--- src/rtl/tmds_pkg.sv ---
// Shared definitions for the TMDS channel decoder.
// Holds the symbol and byte widths, the four control-token codes, the
// alignment state enum and a small popcount helper.
package tmds_pkg;

  localparam int unsigned SymW  = 10;
  localparam int unsigned ByteW = 8;

  // Control-period tokens, indexed by {C1,C0}
  localparam logic [SymW-1:0] CtrlTok00 = 10'b1101010100;
  localparam logic [SymW-1:0] CtrlTok01 = 10'b0010101011;
  localparam logic [SymW-1:0] CtrlTok10 = 10'b0101010100;
  localparam logic [SymW-1:0] CtrlTok11 = 10'b1010101011;

  typedef enum logic [1:0] {
    SEARCH,
    SLIP,
    LOCKED
  } tmds_state_e;

  function automatic logic [3:0] popcount8(input logic [ByteW-1:0] b);
    logic [3:0] n;
    n = '0;
    for (int i = 0; i < ByteW; i++) begin
      n = n + {3'b000, b[i]};
    end
    return n;
  endfunction

endpackage

--- src/rtl/tmds_symbol_decode.sv ---
// Combinational classify/decode/check of one word-aligned TMDS symbol.
// Ports:
//   sym_i      received 10-bit symbol ({inv, xor_flag, payload[7:0]})
//   is_ctrl_o  symbol is one of the four control tokens
//   ctrl_o     {C1,C0} of the token (0 for data)
//   data_o     recovered byte (don't-care for tokens)
//   err_o      data symbol whose XOR/XNOR flag contradicts the encoder's rule
module tmds_symbol_decode
  import tmds_pkg::*;
(
  input  logic [SymW-1:0]  sym_i,
  output logic             is_ctrl_o,
  output logic [1:0]       ctrl_o,
  output logic [ByteW-1:0] data_o,
  output logic             err_o
);

  logic [ByteW-1:0] d;
  logic [ByteW-1:0] data;
  logic [3:0]       ones;
  logic             want_xnor;

  always_comb begin
    is_ctrl_o = 1'b1;
    ctrl_o    = 2'b00;
    unique case (sym_i)
      CtrlTok00: ctrl_o = 2'b00;
      CtrlTok01: ctrl_o = 2'b01;
      CtrlTok10: ctrl_o = 2'b10;
      CtrlTok11: ctrl_o = 2'b11;
      default:   is_ctrl_o = 1'b0;
    endcase
  end

  always_comb begin
    // Undo DC-balance inversion, then the transition-minimisation chain
    d       = sym_i[9] ? ~sym_i[7:0] : sym_i[7:0];
    data    = '0;
    data[0] = d[0];
    for (int i = 1; i < ByteW; i++) begin
      data[i] = sym_i[8] ? (d[i] ^ d[i-1]) : ~(d[i] ^ d[i-1]);
    end
  end

  always_comb begin
    ones      = popcount8(data);
    // Re-derive the encoder's XNOR choice from the recovered byte
    want_xnor = (ones > 4'd4) || ((ones == 4'd4) && !data[0]);
    // XNOR is signalled by flag 0, so equality means a mismatch
    err_o     = !is_ctrl_o && (want_xnor == sym_i[8]);
  end

  assign data_o = data;

endmodule

--- src/rtl/tmds_channel_decoder.sv ---
// Receive-side decoder for one TMDS channel.
// Two-stage pipeline (input register, decode register) with a word-alignment
// state machine that requests bit slips until a run of control tokens is seen,
// then stays locked until too many errored data symbols arrive.
// Ports:
//   clk, n_rst   clock, asynchronous active-low reset
//   sym_in       word-aligned symbol from the deserializer, sym_valid qualifies
//   data_out     decoded byte (de_out=1), ctrl_out {C1,C0} (de_out=0)
//   out_valid    stage-2 valid while locked
//   err_out      errored data symbol, aligned with the other outputs
//   locked       alignment state machine is locked
//   bitslip      one-cycle request to shift deserializer alignment
module tmds_channel_decoder
  import tmds_pkg::*;
#(
  parameter int unsigned LOCK_COUNT   = 8,
  parameter int unsigned SEARCH_LIMIT = 64,
  parameter int unsigned SLIP_WAIT    = 4,
  parameter int unsigned ERR_LIMIT    = 4
) (
  input  logic             clk,
  input  logic             n_rst,
  input  logic [SymW-1:0]  sym_in,
  input  logic             sym_valid,
  output logic [ByteW-1:0] data_out,
  output logic [1:0]       ctrl_out,
  output logic             de_out,
  output logic             out_valid,
  output logic             err_out,
  output logic             locked,
  output logic             bitslip
);

  localparam int unsigned RunW  = $clog2(LOCK_COUNT + 1);
  localparam int unsigned SrchW = $clog2(SEARCH_LIMIT + 1);
  localparam int unsigned SlipW = $clog2(SLIP_WAIT + 1);
  localparam int unsigned ErrW  = $clog2(ERR_LIMIT + 1);

  localparam logic [RunW-1:0]  RunMax  = RunW'(LOCK_COUNT);
  localparam logic [SrchW-1:0] SrchMax = SrchW'(SEARCH_LIMIT);
  localparam logic [SlipW-1:0] SlipMax = SlipW'(SLIP_WAIT);
  localparam logic [ErrW-1:0]  ErrMax  = ErrW'(ERR_LIMIT);

  // Stage 1
  logic [SymW-1:0]  s1_sym_q;
  logic             s1_valid_q;

  // Stage 2
  logic [ByteW-1:0] data_q,     data_d;
  logic [1:0]       ctrl_q,     ctrl_d;
  logic             de_q,       de_d;
  logic             err_q,      err_d;
  logic             s2_valid_q, s2_valid_d;

  // Alignment FSM
  tmds_state_e      state_q,    state_d;
  logic [RunW-1:0]  run_q,      run_d;
  logic [SrchW-1:0] srch_q,     srch_d;
  logic [SlipW-1:0] slip_q,     slip_d;
  logic [ErrW-1:0]  errc_q,     errc_d;
  logic             bitslip_q,  bitslip_d;

  logic             dec_is_ctrl;
  logic [1:0]       dec_ctrl;
  logic [ByteW-1:0] dec_data;
  logic             dec_err;

  tmds_symbol_decode u_decode (
    .sym_i     (s1_sym_q),
    .is_ctrl_o (dec_is_ctrl),
    .ctrl_o    (dec_ctrl),
    .data_o    (dec_data),
    .err_o     (dec_err)
  );

  always_comb begin
    data_d     = dec_data;
    ctrl_d     = dec_ctrl;
    de_d       = !dec_is_ctrl;
    err_d      = s1_valid_q && dec_err;
    s2_valid_d = s1_valid_q;
  end

  always_comb begin
    state_d   = state_q;
    run_d     = run_q;
    srch_d    = srch_q;
    slip_d    = slip_q;
    errc_d    = errc_q;
    bitslip_d = 1'b0;
    unique case (state_q)
      SEARCH: begin
        if (s1_valid_q) begin
          srch_d = (srch_q == SrchMax) ? srch_q : srch_q + SrchW'(1);
          if (dec_is_ctrl) begin
            run_d = (run_q == RunMax) ? run_q : run_q + RunW'(1);
          end else begin
            run_d = '0;
          end
          // Lock wins over the search limit on the same symbol
          if (run_d == RunMax) begin
            state_d = LOCKED;
            run_d   = '0;
            srch_d  = '0;
            errc_d  = '0;
          end else if (srch_d == SrchMax) begin
            state_d   = SLIP;
            bitslip_d = 1'b1;
            run_d     = '0;
            srch_d    = '0;
            slip_d    = '0;
          end
        end
      end
      SLIP: begin
        // Timer runs every cycle; input is ignored while the deserializer settles
        slip_d = (slip_q == SlipMax) ? slip_q : slip_q + SlipW'(1);
        if (slip_d == SlipMax) begin
          state_d = SEARCH;
          run_d   = '0;
          srch_d  = '0;
          slip_d  = '0;
          errc_d  = '0;
        end
      end
      LOCKED: begin
        if (s1_valid_q) begin
          if (dec_is_ctrl) begin
            errc_d = '0;
          end else if (dec_err) begin
            errc_d = (errc_q == ErrMax) ? errc_q : errc_q + ErrW'(1);
          end
          if (errc_d == ErrMax) begin
            state_d = SEARCH;
            run_d   = '0;
            srch_d  = '0;
            errc_d  = '0;
          end
        end
      end
      default: state_d = SEARCH;
    endcase
  end

  always_ff @(posedge clk or negedge n_rst) begin
    if (!n_rst) begin
      s1_sym_q   <= '0;
      s1_valid_q <= 1'b0;
      data_q     <= '0;
      ctrl_q     <= '0;
      de_q       <= 1'b0;
      err_q      <= 1'b0;
      s2_valid_q <= 1'b0;
      state_q    <= SEARCH;
      run_q      <= '0;
      srch_q     <= '0;
      slip_q     <= '0;
      errc_q     <= '0;
      bitslip_q  <= 1'b0;
    end else begin
      s1_sym_q   <= sym_in;
      s1_valid_q <= sym_valid;
      data_q     <= data_d;
      ctrl_q     <= ctrl_d;
      de_q       <= de_d;
      err_q      <= err_d;
      s2_valid_q <= s2_valid_d;
      state_q    <= state_d;
      run_q      <= run_d;
      srch_q     <= srch_d;
      slip_q     <= slip_d;
      errc_q     <= errc_d;
      bitslip_q  <= bitslip_d;
    end
  end

  assign data_out  = data_q;
  assign ctrl_out  = ctrl_q;
  assign de_out    = de_q;
  assign err_out   = err_q;
  assign locked    = (state_q == LOCKED);
  assign out_valid = s2_valid_q && locked;
  assign bitslip   = bitslip_q;

endmodule

--- config.mk ---
export PLATFORM = sky130hd
export DESIGN_NAME = tmds_channel_decoder
export DESIGN_NICKNAME = d
export VERILOG_FILES = /design/src/rtl/tmds_pkg.sv /design/src/rtl/tmds_symbol_decode.sv /design/src/rtl/tmds_channel_decoder.sv
export SDC_FILE = /design/constraint.sdc
export NUM_CORES = 1
export LEC_CHECK = 0
export BUFFER_PORTS_ARGS = -buffer_cell sky130_fd_sc_hd__buf_4
export CORE_ASPECT_RATIO = 0.6
export CORE_UTILIZATION = 55
export CTS_BUF_LIST = sky130_fd_sc_hd__clkbuf_2 sky130_fd_sc_hd__clkbuf_4 sky130_fd_sc_hd__clkbuf_8
export CTS_CLUSTER_SIZE = 28
export DETAILED_ROUTE_END_ITERATION = 8
export PLACE_DENSITY = 0.71
export SKIP_CTS_REPAIR_TIMING = 1
export SYNTH_ARGS = -nofsm -noshare
export SYNTH_HDL_FRONTEND = slang
export SYNTH_HIERARCHICAL = 1
export SYNTH_SLANG_ARGS = --single-unit
--- constraint.sdc ---
create_clock -name clk -period 9.82 [get_ports clk]
set_input_delay 1.964 -clock clk [delete_from_list [all_inputs] [get_ports clk]]
set_output_delay 1.964 -clock clk [all_outputs]
set_load 0.01 [all_outputs]
==> reports/metrics.csv <==
stage;metric;value;unit
sta;finalSetupViolations;0;
global_routing;antenna_found_initial;0;
cts;clk_pin_slew;0.09;ns
synth;syn-cell-area;0.00256;mm²
floorplanning;die_x;90.1;µm
worst_setup_path;r2r-end;srch_q[1];
floorplanning;die_y;54.9;µm
floorplanning;start_util;59.9;%
sta;slew_headroom;41.9;%
power_and_ir_drop;leakage;1.35;nW
synth;synthTopCellsByArea;dfrtp_1 43%, ha_1 8.3%, inv_1 4.3%;
synth;synth_top_area_share;43.0;%
synth;synth-seq-cells;44;
cts;cts.sinks;44;
worst_hold_path;hold_class;reg -> reg;
floorplanning;rows;18;
synth;syn-num-nets;284;
synth;syn_inst;250;
sta;rsz0062_at_grt;no;
cts;root_buffer;clkbuf_8;
worst_setup_path;worstPathRequired;10.04;ns
placed_design;place_inst;332;
power_and_ir_drop;p_per_area;207;mW/mm²
global_routing;grt_overflow_total;0;
worst_setup_path;endpoint_kind;flip-flop;
global_routing;grt_usage;22.3;%
cts;cts_inserted_buffers;5;
sta;fmax;163;MHz
sta;skew;0.00929;ns
finish;fin_nets;313;
worst_setup_path;reg2reg_from;s1_sym_q[8];
global_routing;grt_max_degree;45;
worst_setup_path;cp-start-kind;flip-flop;
sta;period_share;62.6;%
synth;synthArstFlopShare;100;%
drt;drc;0;
drt;first_iter_violations;101;
finish;final_cells;340;
floorplanning;core;0.00428;mm²
finish;drive_above_1_share;17.9;%
sta;final-hold-violation-count;0;
global_routing;grt_first_pass_wirelength;8140;µm
status;status;completed;
worst_hold_path;min_path_cells;0;
worst_hold_path;hold_end;s2_valid_q;
placed_design;port_buffers;27;
finish;area_growth_syn_to_layout;13.4;%
drt;viasPerCell;5.51;
sta;hold_slack;0.482;ns
sta;tightest_slew;0.865;ns
placed_design;hpwl;3790;µm
drt;ant_nets;0;
cts;clock_latency;0.30;ns
finish;layout_commonest_cell;dfrtp_1;
finish;postLayoutCellArea;0.00291;mm²
worst_setup_path;ff2ff_path_depth;17;
sta;slew_violations;0;
global_routing;grt_pass1_vias;1585;
floorplanning;die-area;0.00494;mm²
synth;synth.avg_cell_area;10.2;µm²
worst_setup_path;path_max_fanout;17;
run;maxCapViolCount;0;
finish;antenna_cells;0;
sta;fin_crit;6.15;ns
synth;synth.distinct_cells;52;
finish;final_cell_mix;44 x dfrtp_1, 29 x inv_1, 27 x buf_4, 17 x ha_1, 14 x nand2_1;
drt;wl_per_cell;14.5;µm
placed_design;place.gp.congestion;0.780;
drt;num_vias;1874;
drt;wl;4910;µm
synth;synth_edf_count;0;
synth;synth_area_leader_cell;dfrtp_1;
worst_setup_path;crit_type;reg -> reg;
worst_hold_path;worstHoldStart;s1_valid_q;
finish;fillers;334;
synth;yosys_warnings;6;
cts;clock_path_buffers;2;
floorplanning;ioPinCount;28;
cts;htree_levels;2;
synth;yosysSeqAreaShare;43.0;%
cts;cts_tree;yes;
placed_design;placed_area;0.00281;mm²
drt;drt-pass1-iter-count;5;
worst_setup_path;worstPathArrival;6.37;ns
sta;tns;0;ns
power_and_ir_drop;irDropWorstVdd;0.105;mV
synth;synth_flop_cell;dfrtp_1;
worst_setup_path;r2r_slack;3.67;ns
-- worst max-delay path, cell delays in order, from the launching register on --
cell     delay [ns]
dfrtp_1        0.59
xor2_1         0.30
xnor2_1        0.18
inv_1          0.08
fa_1           0.50
fa_1           0.43
fa_1           0.49
inv_1          0.04
ha_1           0.20
fa_1           0.43
o32a_1         0.39
o41ai_2        0.43
mux2_4         0.34
and3_4         0.18
a211o_1        0.28
or3_1          0.59
or3_4          0.47
o22ai_1        0.15
-- worst max path at each step --
stage           startpoint         to  slack (ns)  depth (start not counted)
2_1_floorplan  s1_sym_q[8]  srch_q[1]        4.26                         19
3_3_place_gp   s1_sym_q[8]  srch_q[1]        3.89                         17
3_5_place_dp   s1_sym_q[8]  srch_q[1]        3.70                         17
4_1_cts        s1_sym_q[8]  srch_q[1]        3.70                         17
5_1_grt        s1_sym_q[8]  srch_q[5]        3.36                         17
6_report       s1_sym_q[8]  srch_q[1]        3.67                         17
-- cell usage after synthesis, types with 8 or more instances --
cell type and number:
xnor2_1 9, nand3_1 8, a21oi_1 9, nor2_1 12
o21ai_0 8, dfrtp_1 44, nand2_1 14, inv_1 29
nor2b_1 9, ha_1 17
-- kinds of logic (layout without fill, tap and decap cells) --
group                    Yosys count  count (layout)  synth area share [%]
AO/OA/AOI/OAI                     49              49                  14.3
XOR/XNOR                          12              12                  4.10
adder cells (fa/ha/maj)           21              21                  11.4
buffers and inverters             34              64                  5.47
flip-flops                        44              44                  43.0
multiplexers                       8               8                  3.47
AND/OR/NAND/NOR                   82              82                  18.3
-- cell type report --
class	instances	area, µm²	share of cell area [%]
Multi-Input combinational cell	172	1320	45.4
Sequential cell	44	1100	37.9
Timing Repair Buffer	27	203	6.98
Inverter	29	109	3.75
Clock buffer	6	82.6	2.84
Tap cell	60	75.1	2.58
Clock inverter	2	15.0	0.517
-- report_power, final --
part / total (W) / leakage, nW / internal [W] / switching (W)
Sequential: 0.000229 / 0.555 / 0.000204 / 0.0000255
Combinational: 0.000254 / 0.756 / 0.000118 / 0.000136
Clock: 0.000118 / 0.0434 / 0.0000569 / 0.0000614
-- per-stage QoR --
step                      setup WS (ns)  total power, W  utilization, %
after floorplan                    4.26        0.000422               -
after global placement             3.89        0.000483            65.6
after detailed placement           3.70        0.000483            65.6
after CTS                          3.70        0.000603            67.9
after global routing               3.36        0.000649            67.9
final                              3.67        0.000601            67.9
-- layer usage --
layer | vias to the layer above | track usage [%] | routed length [µm] | part of all wire [%]
met3 | 6 | 4.58 | 235 | 4.8
met4 | 0 | 5.65 | 42 | 0.85
li1 | 929 | - | - | -
met1 | 894 | 37.0 | 2820 | 57
met2 | 45 | 27.9 | 1820 | 37
met5 | - | 0 | 0 | 0
-- sequential cells by signal, indices dropped and copies added (netlist names) --
signal and cells:
err_out 1, data_out 8, bitslip 1, s2_valid_q 1, run_q 4, ctrl_out 2, srch_q 7, slip_q 3
state_q 2, errc_q 3, s1_sym_q 10, s1_valid_q 1, de_out 1
No activity file was read; power rests on OpenSTA's default activity.
